[config.mk]
export PLATFORM = sky130hd
export DESIGN_NAME = display_scan
export DESIGN_NICKNAME = d
export VERILOG_FILES = /design/src/rtl/display_scan.sv
export SDC_FILE = /design/constraint.sdc
export NUM_CORES = 1
export LEC_CHECK = 0
export BUFFER_PORTS_ARGS = -buffer_cell sky130_fd_sc_hd__buf_4
export CORE_MARGIN = 8
export CORE_UTILIZATION = 50
export CTS_BUF_LIST = sky130_fd_sc_hd__clkbuf_8
export CTS_CLUSTER_SIZE = 28
export DETAILED_ROUTE_END_ITERATION = 8
export PLACE_DENSITY_LB_ADDON = 0.1
export RECOVER_POWER = 100
export SLEW_MARGIN = 0
export SYNTH_ARGS = -nofsm -noshare
export SYNTH_HDL_FRONTEND = slang
export SYNTH_SLANG_ARGS = --single-unit
export TNS_END_PERCENT = 10
[constraint.sdc]
create_clock -name clk -period 1.9 [get_ports clk]
set_input_delay 0.19 -clock clk [delete_from_list [all_inputs] [get_ports clk]]
set_output_delay 0.19 -clock clk [all_outputs]
set_load 0.01 [all_outputs]
[src/rtl/display_scan.sv]
// Multiplexed 4-digit common-anode seven-segment scanner with per-slot blanking and shadow latching.
// Optional macro DISPLAY_SCAN_BRIGHTNESS_EN adds a 4-bit PWM brightness input.
module display_scan #(
  parameter logic [15:0] REFRESH_DIV  = 16'd50000,
  parameter logic [15:0] BLANK_CYCLES = 16'd500
) (
  input  logic       clk,
  input  logic       reset,
  input  logic       enable,
  input  logic [7:0] segment0,
  input  logic [7:0] segment1,
  input  logic [7:0] segment2,
  input  logic [7:0] segment3,
`ifdef DISPLAY_SCAN_BRIGHTNESS_EN
  input  logic [3:0] brightness,
`endif
  output logic [3:0] anode,
  output logic [7:0] cathode,
  output logic [1:0] digit,
  output logic       frame_tick
);

  localparam logic [15:0] LAST_CNT = REFRESH_DIV - 16'd1;

  logic [15:0] div_cnt_q, div_cnt_d;
  logic [1:0]  digit_q, digit_d;
  logic [7:0]  shadow_q, shadow_d;
  logic [3:0]  anode_q, anode_d;
  logic [7:0]  cathode_q, cathode_d;
  logic [1:0]  digit_out_q, digit_out_d;
  logic        frame_tick_q, frame_tick_d;
  logic [7:0]  sel;
  logic [7:0]  pattern;
  logic        blank;
  logic        lit;

`ifdef DISPLAY_SCAN_BRIGHTNESS_EN
  logic [3:0] pwm_cnt_q, pwm_cnt_d;
`endif

  always_comb begin
    sel = segment0;
    case (digit_q)
      2'd0: sel = segment0;
      2'd1: sel = segment1;
      2'd2: sel = segment2;
      2'd3: sel = segment3;
      default: sel = segment0;
    endcase

    // div_cnt < BLANK_CYCLES, written so BLANK_CYCLES == 0 is not a constant-false compare
    blank = ({1'b0, div_cnt_q} + 17'd1) <= {1'b0, BLANK_CYCLES};

    // On the latch edge the new value is shown directly; when blanking is on that edge is dark anyway
    pattern = (div_cnt_q == '0) ? sel : shadow_q;

`ifdef DISPLAY_SCAN_BRIGHTNESS_EN
    lit       = (brightness == 4'hF) || (pwm_cnt_q < brightness);
    pwm_cnt_d = pwm_cnt_q + 4'd1;
`else
    lit = 1'b1;
`endif

    div_cnt_d = div_cnt_q + 16'd1;
    digit_d   = digit_q;
    if (div_cnt_q == LAST_CNT) begin
      div_cnt_d = '0;
      digit_d   = digit_q + 2'd1;
    end

    shadow_d = (div_cnt_q == '0) ? sel : shadow_q;

    if (blank || !lit) begin
      anode_d   = '1;
      cathode_d = '1;
    end else begin
      anode_d   = ~(4'b0001 << digit_q);
      cathode_d = ~pattern;
    end

    digit_out_d  = digit_q;
    frame_tick_d = (digit_q == 2'd3) && (div_cnt_q == LAST_CNT);

    // Disabled behaves exactly like reset: scanner parked at its start point, display dark
    if (!enable) begin
      div_cnt_d    = '0;
      digit_d      = '0;
      shadow_d     = '0;
      anode_d      = '1;
      cathode_d    = '1;
      digit_out_d  = '0;
      frame_tick_d = 1'b0;
`ifdef DISPLAY_SCAN_BRIGHTNESS_EN
      pwm_cnt_d    = '0;
`endif
    end
  end

  always_ff @(posedge clk) begin
    if (!reset) begin
      div_cnt_q    <= '0;
      digit_q      <= '0;
      shadow_q     <= '0;
      anode_q      <= '1;
      cathode_q    <= '1;
      digit_out_q  <= '0;
      frame_tick_q <= 1'b0;
`ifdef DISPLAY_SCAN_BRIGHTNESS_EN
      pwm_cnt_q    <= '0;
`endif
    end else begin
      div_cnt_q    <= div_cnt_d;
      digit_q      <= digit_d;
      shadow_q     <= shadow_d;
      anode_q      <= anode_d;
      cathode_q    <= cathode_d;
      digit_out_q  <= digit_out_d;
      frame_tick_q <= frame_tick_d;
`ifdef DISPLAY_SCAN_BRIGHTNESS_EN
      pwm_cnt_q    <= pwm_cnt_d;
`endif
    end
  end

  assign anode      = anode_q;
  assign cathode    = cathode_q;
  assign digit      = digit_out_q;
  assign frame_tick = frame_tick_q;

endmodule

# Word-level counts from Yosys, hierarchy flattened
# Index checks and enable logic that the tools add are counted.
dict set report word_totals {
  out_inout_bits 15
  latch_bits 0
  mem_bits_rw 0
  in_bits 35
  register_bits 41
  mem_bits_ro 0
  n_memories 0
  wordCells 28
}
dict set report op_classes {
  shift 1
  magnitude_cmp 1
  n_mux 2
  n_addsub 3
  eq_ne 4
  bitwise_logic 4
  n_reduce_logical 6
  mul 0
  div 0
}
# operator count
set ops {}
lappend ops {{$pmux W8 S4} 1}
lappend ops {{$add A16 B1 Y17 const B} 1}
lappend ops {{$le A17 B9 Y1 const B} 1}
lappend ops {{$add A16 B1 Y16 const B} 1}
lappend ops {{$eq A16 B16 Y1 const B} 1}
lappend ops {{$logic_not A16 Y1} 1}
lappend ops {{$mux W8} 1}
lappend ops {{$not A8 Y8} 1}
lappend ops {{$reduce_or A3 Y1} 2}
lappend ops {{$eq A2 B2 Y1 const B} 2}
lappend ops {{$not A4 Y4} 1}
lappend ops {{$shl A1 B2 Y4 const A} 1}
lappend ops {{$add A2 B1 Y2 const B} 1}
lappend ops {{$eq A2 B1 Y1 const B} 1}
lappend ops {{$logic_not A2 Y1} 1}
lappend ops {{$not A1 Y1} 2}
lappend ops {{$reduce_and A2 Y1} 1}
lappend ops {{$logic_and A1 B1 Y1} 1}

# Depth between registers and ports, before layout
dict set report depth {
  depth_word 4
  mapped_depth 8
  ltp_nobuf 7
}

# Worst setup path before layout
# Ideal clock, no wire load.
dict set report synth_path {
  path_type {register to register}
  from {reg div_cnt_q[0]}
  to {reg anode_q[2] (netlist: anode[2])}
  path_slack_ps -197
  n_path_buf 1
  setup_ps 73
  arrival_time_ps 2024
  period_less_slack_ps 2097
  path_stages_with_launch 8
  required_ps 1827
  cell_sequence {dfxtp_1 ha_1 nand3_2 nor3_1 a31oi_1 a2111o_1 buf_6 o211ai_2}
}
dict set report synth_via {
  elab_chain_cells 3
}
# element line
set synth_rtl {}
lappend synth_rtl {{from (decl)} 25} ;# logic [15:0] div_cnt_q, div_cnt_d;
lappend synth_rtl {{from (signal assigned)} 112} ;# div_cnt_q <= div_cnt_d;
lappend synth_rtl {{$add A16 B1 Y17} 52} ;# blank = ({1'b0, div_cnt_q} + 17'd1) <= {1'b0, BLANK_CYCLES};
lappend synth_rtl {{$le A17 B9 Y1} 52}
lappend synth_rtl {{$reduce_or A3 Y1 (no line)} -}
lappend synth_rtl {{to (signal assigned)} 115} ;# anode_q <= anode_d;
lappend synth_rtl {{to (decl)} 28} ;# logic [3:0] anode_q, anode_d;
# Every way passes these cells.
# A chain may end at the register's enable or synchronous reset.

# Worst setup path after layout
dict set report layout_path {
  from {reg div_cnt_q[2]}
  to {reg anode_q[0] (netlist: anode[0])}
}
# The elaborated chain is that of the path after synthesis.

==> impl_metrics.yaml <==
layout:
  stdcell_count: 339
  area_growth_pct: 34.88
  nets: 330
  drive_gt1_share_pct: 32.18
  diodes: 0
placement:
  dp_cells: 326
  dp_slack_ps: -19.06
  dp_hpwl_mm: 3.847
  port_buffers: 49
  place_congestion: 0.8004
logic_synthesis:
  ys_ff_latch: 41
  synth_flop_cell: "dfxtp_1"
  yosys_warnings: 0
  syn-num-nets: 268
  yosysTopAreaCell: "dfxtp_1"
  yosysMostFrequentCell: "dfxtp_1"
  ys_types: 46
  synth_common_cells: "41 x dfxtp_1, 35 x nor2_1, 14 x nand2_1"
  synth_edf_count: 0
  yosysSeqAreaShare_pct: 40.07
  synthTopCellsByArea: "dfxtp_1 40%, nor2_1 6.4%, xnor2_1 5.1%, mux2i_1 4.9%, ha_1 4.3%"
  async_flop_share_pct: 0
  syn_avg_cell_area_um2: 9.063
  synth_top_area_share_pct: 40.07
  synthCells: 226
  synthesis.area_um2: 2048
floorplanning:
  start_util_pct: 51.58
  die_h_um: 80.01
  dieArea_um2: 6401
  core_um2: 3971
  dieWidth_um: 80.01
  num_rows: 23
  ios: 50
route:
  first_iter_violations: 171
  vias_per_cell: 5.416
  via_count: 1836
  drc: 0
  drtPass1Iterations: 6
  post_drt_wl_per_cell_um: 16.12
  antenna_left: 0
  routed_wl_mm: 5.463
grt:
  grt_pass1_wl_mm: 8.266
  grt_pass1_vias: 1750
  antenna_found_initial: 0
  grt-ovfl-total: 0
  grt_max_degree: 17
  grt.total_usage_pct: 16.10
outcome:
  status: "finished, final reports clean"
timing:
  worst_pin_slew_ps: 497.4
  slew_violations: 0
  finalWorstSetupSlack_ps: 80.63
  period_share_pct: 95.76
  slew_headroom_pct: 66.84
  period_minus_slack_ps: 1819
  setup_tns_ps: 0
  hold_viol: 0
  setup_viol: 0
  rsz0062_at_grt: "true"
  max_freq_mhz: 549.6
  finClkSkew_ps: 4.182
cts:
  cts-root-buf: "clkbuf_8"
  cts_tree: "yes"
  clock_latency_ps: 290
  cts_buffers: 5
  cts_max_path_buffers: 2
  clock_sinks: 41
  path_clk_slew_ps: 80
  cts_max_level: 2
setup_path:
  critPathKind: "flop to flop"
  required_ps: 2060
  cp_max_fo: 6
  end_kind: "flop"
  cp-start-kind: "flop"
  critPathArrivalTime_ps: 1980
pwr:
  ir_worst_vdd_uv: 518.3
  p_leak_nw: 1.132
  powerDensity_nw_per_um2: 626.1
hold_path:
  worstHoldPathType: "input pin to flop"
run:
  max-cap-violations: 0
## final timing paths
path | startpoint | depth (start not counted) | end | slack, ps
setup / recovery | div_cnt_q[2]$_SDFF_PP0_ | 7 | anode[0]$_SDFF_PP1_ | 80
setup reg to reg | div_cnt_q[2]$_SDFF_PP0_ | 7 | anode[0]$_SDFF_PP1_ | 80
hold reg to reg | shadow_q[7]$_SDFF_PN0_ | 2 | shadow_q[7]$_SDFF_PN0_ | 540
hold / removal | segment0[4] | 5 | shadow_q[4]$_SDFF_PN0_ | 330
## cell usage in the layout (no fill, tap or decap), types with 2 or more instances in the layout
cell type,Yosys,routed
nand2_1,14,14
xnor2_1,12,12
nand3_1,12,11
nor2_1,35,35
ha_1,7,6
o21ai_1,1,2
and3_1,2,2
o211ai_1,2,2
a222oi_1,8,8
dfxtp_2,0,3
nand4_1,2,2
o21bai_1,2,2
nor4_1,2,2
dfxtp_4,0,4
dfxtp_1,41,34
clkbuf_1,8,15
mux2i_1,10,10
inv_1,6,7
nand4_4,2,2
o21ai_2,7,7
nor2b_1,2,2
buf_12,0,2
o21ai_0,10,9
xor2_1,5,5
buf_4,2,51
o21a_1,2,2
nor3_1,5,4
nor3_4,1,2
clkbuf_8,0,6
buf_6,1,5
## flip-flops by register name, indices dropped and copies added, names as in the netlist
name,flops
digit,2
div_cnt_q,16
digit_q,2
anode,4
cathode,8
shadow_q,8
frame_tick,1
## cells by family (layout without fill, tap and decap cells)
kind of cell	Yosys count	in the layout	share of synthesized area [%]
mux	10	10	4.887
fa+ha+maj	7	7	4.276
buf+inv	24	87	5.375
flops	41	41	40.07
xor+xnor	17	17	7.269
simple gates	86	86	22.24
compound gates	41	41	15.88
## area by class of cell
type	instances	area, um^2
well taps	50	62.56
fillers	341	1209
multi-input cells	161	1186
clock buffers	6	82.58
repair buffers	73	535.5
clock inverters	2	33.78
inverters	6	22.52
flip-flops and latches	41	839.6
## power breakdown
group | switching (mW) | total [mW] | internal, mW
logic | 0.0511 | 0.129 | 0.0774
clock network | 0.308 | 0.731 | 0.423
registers | 0.00610 | 0.870 | 0.864
## per-stage QoR
stage	total power, mW	cell area (um^2)	utilization (%)	hold WS [ps]
2_1_floorplan	0.9420	2076	-	388.4
3_3_place_gp	1.013	2574	64.81	500.4
3_5_place_dp	1.014	2574	64.81	499.3
4_1_cts	1.732	2701	68.02	326.0
5_1_grt	1.785	2763	69.57	365.0
6_report	1.730	2763	69.57	330.6
## layer usage
metal | GRT usage [%] | wire length, um | vias to the layer above
met2 | 26.03 | 2788 | 31
met5 | 0 | 0 | -
li1 | - | - | 922
met4 | 3.818 | 44 | 0
met3 | 4.617 | 202 | 6
met1 | 20.46 | 2428 | 877
## worst max-delay path, cell delays in order (launching register included)
cell	delay, ps
dfxtp_4	400
buf_6	120
nand3_4	130
nor4bb_2	300
o21bai_1	130
a221oi_4	330
buf_6	180
o211ai_1	80
## what timing repair did
item | in CTS | in global routing
endpoints found under the setup margin | 11 | 12
gates cloned | 0 | 1
resized for setup | 5 | 18
hold buffers | 0 | 0
pin swaps | 0 | 4
setup buffers | 0 | 4
(Power assumes the default switching activity.)
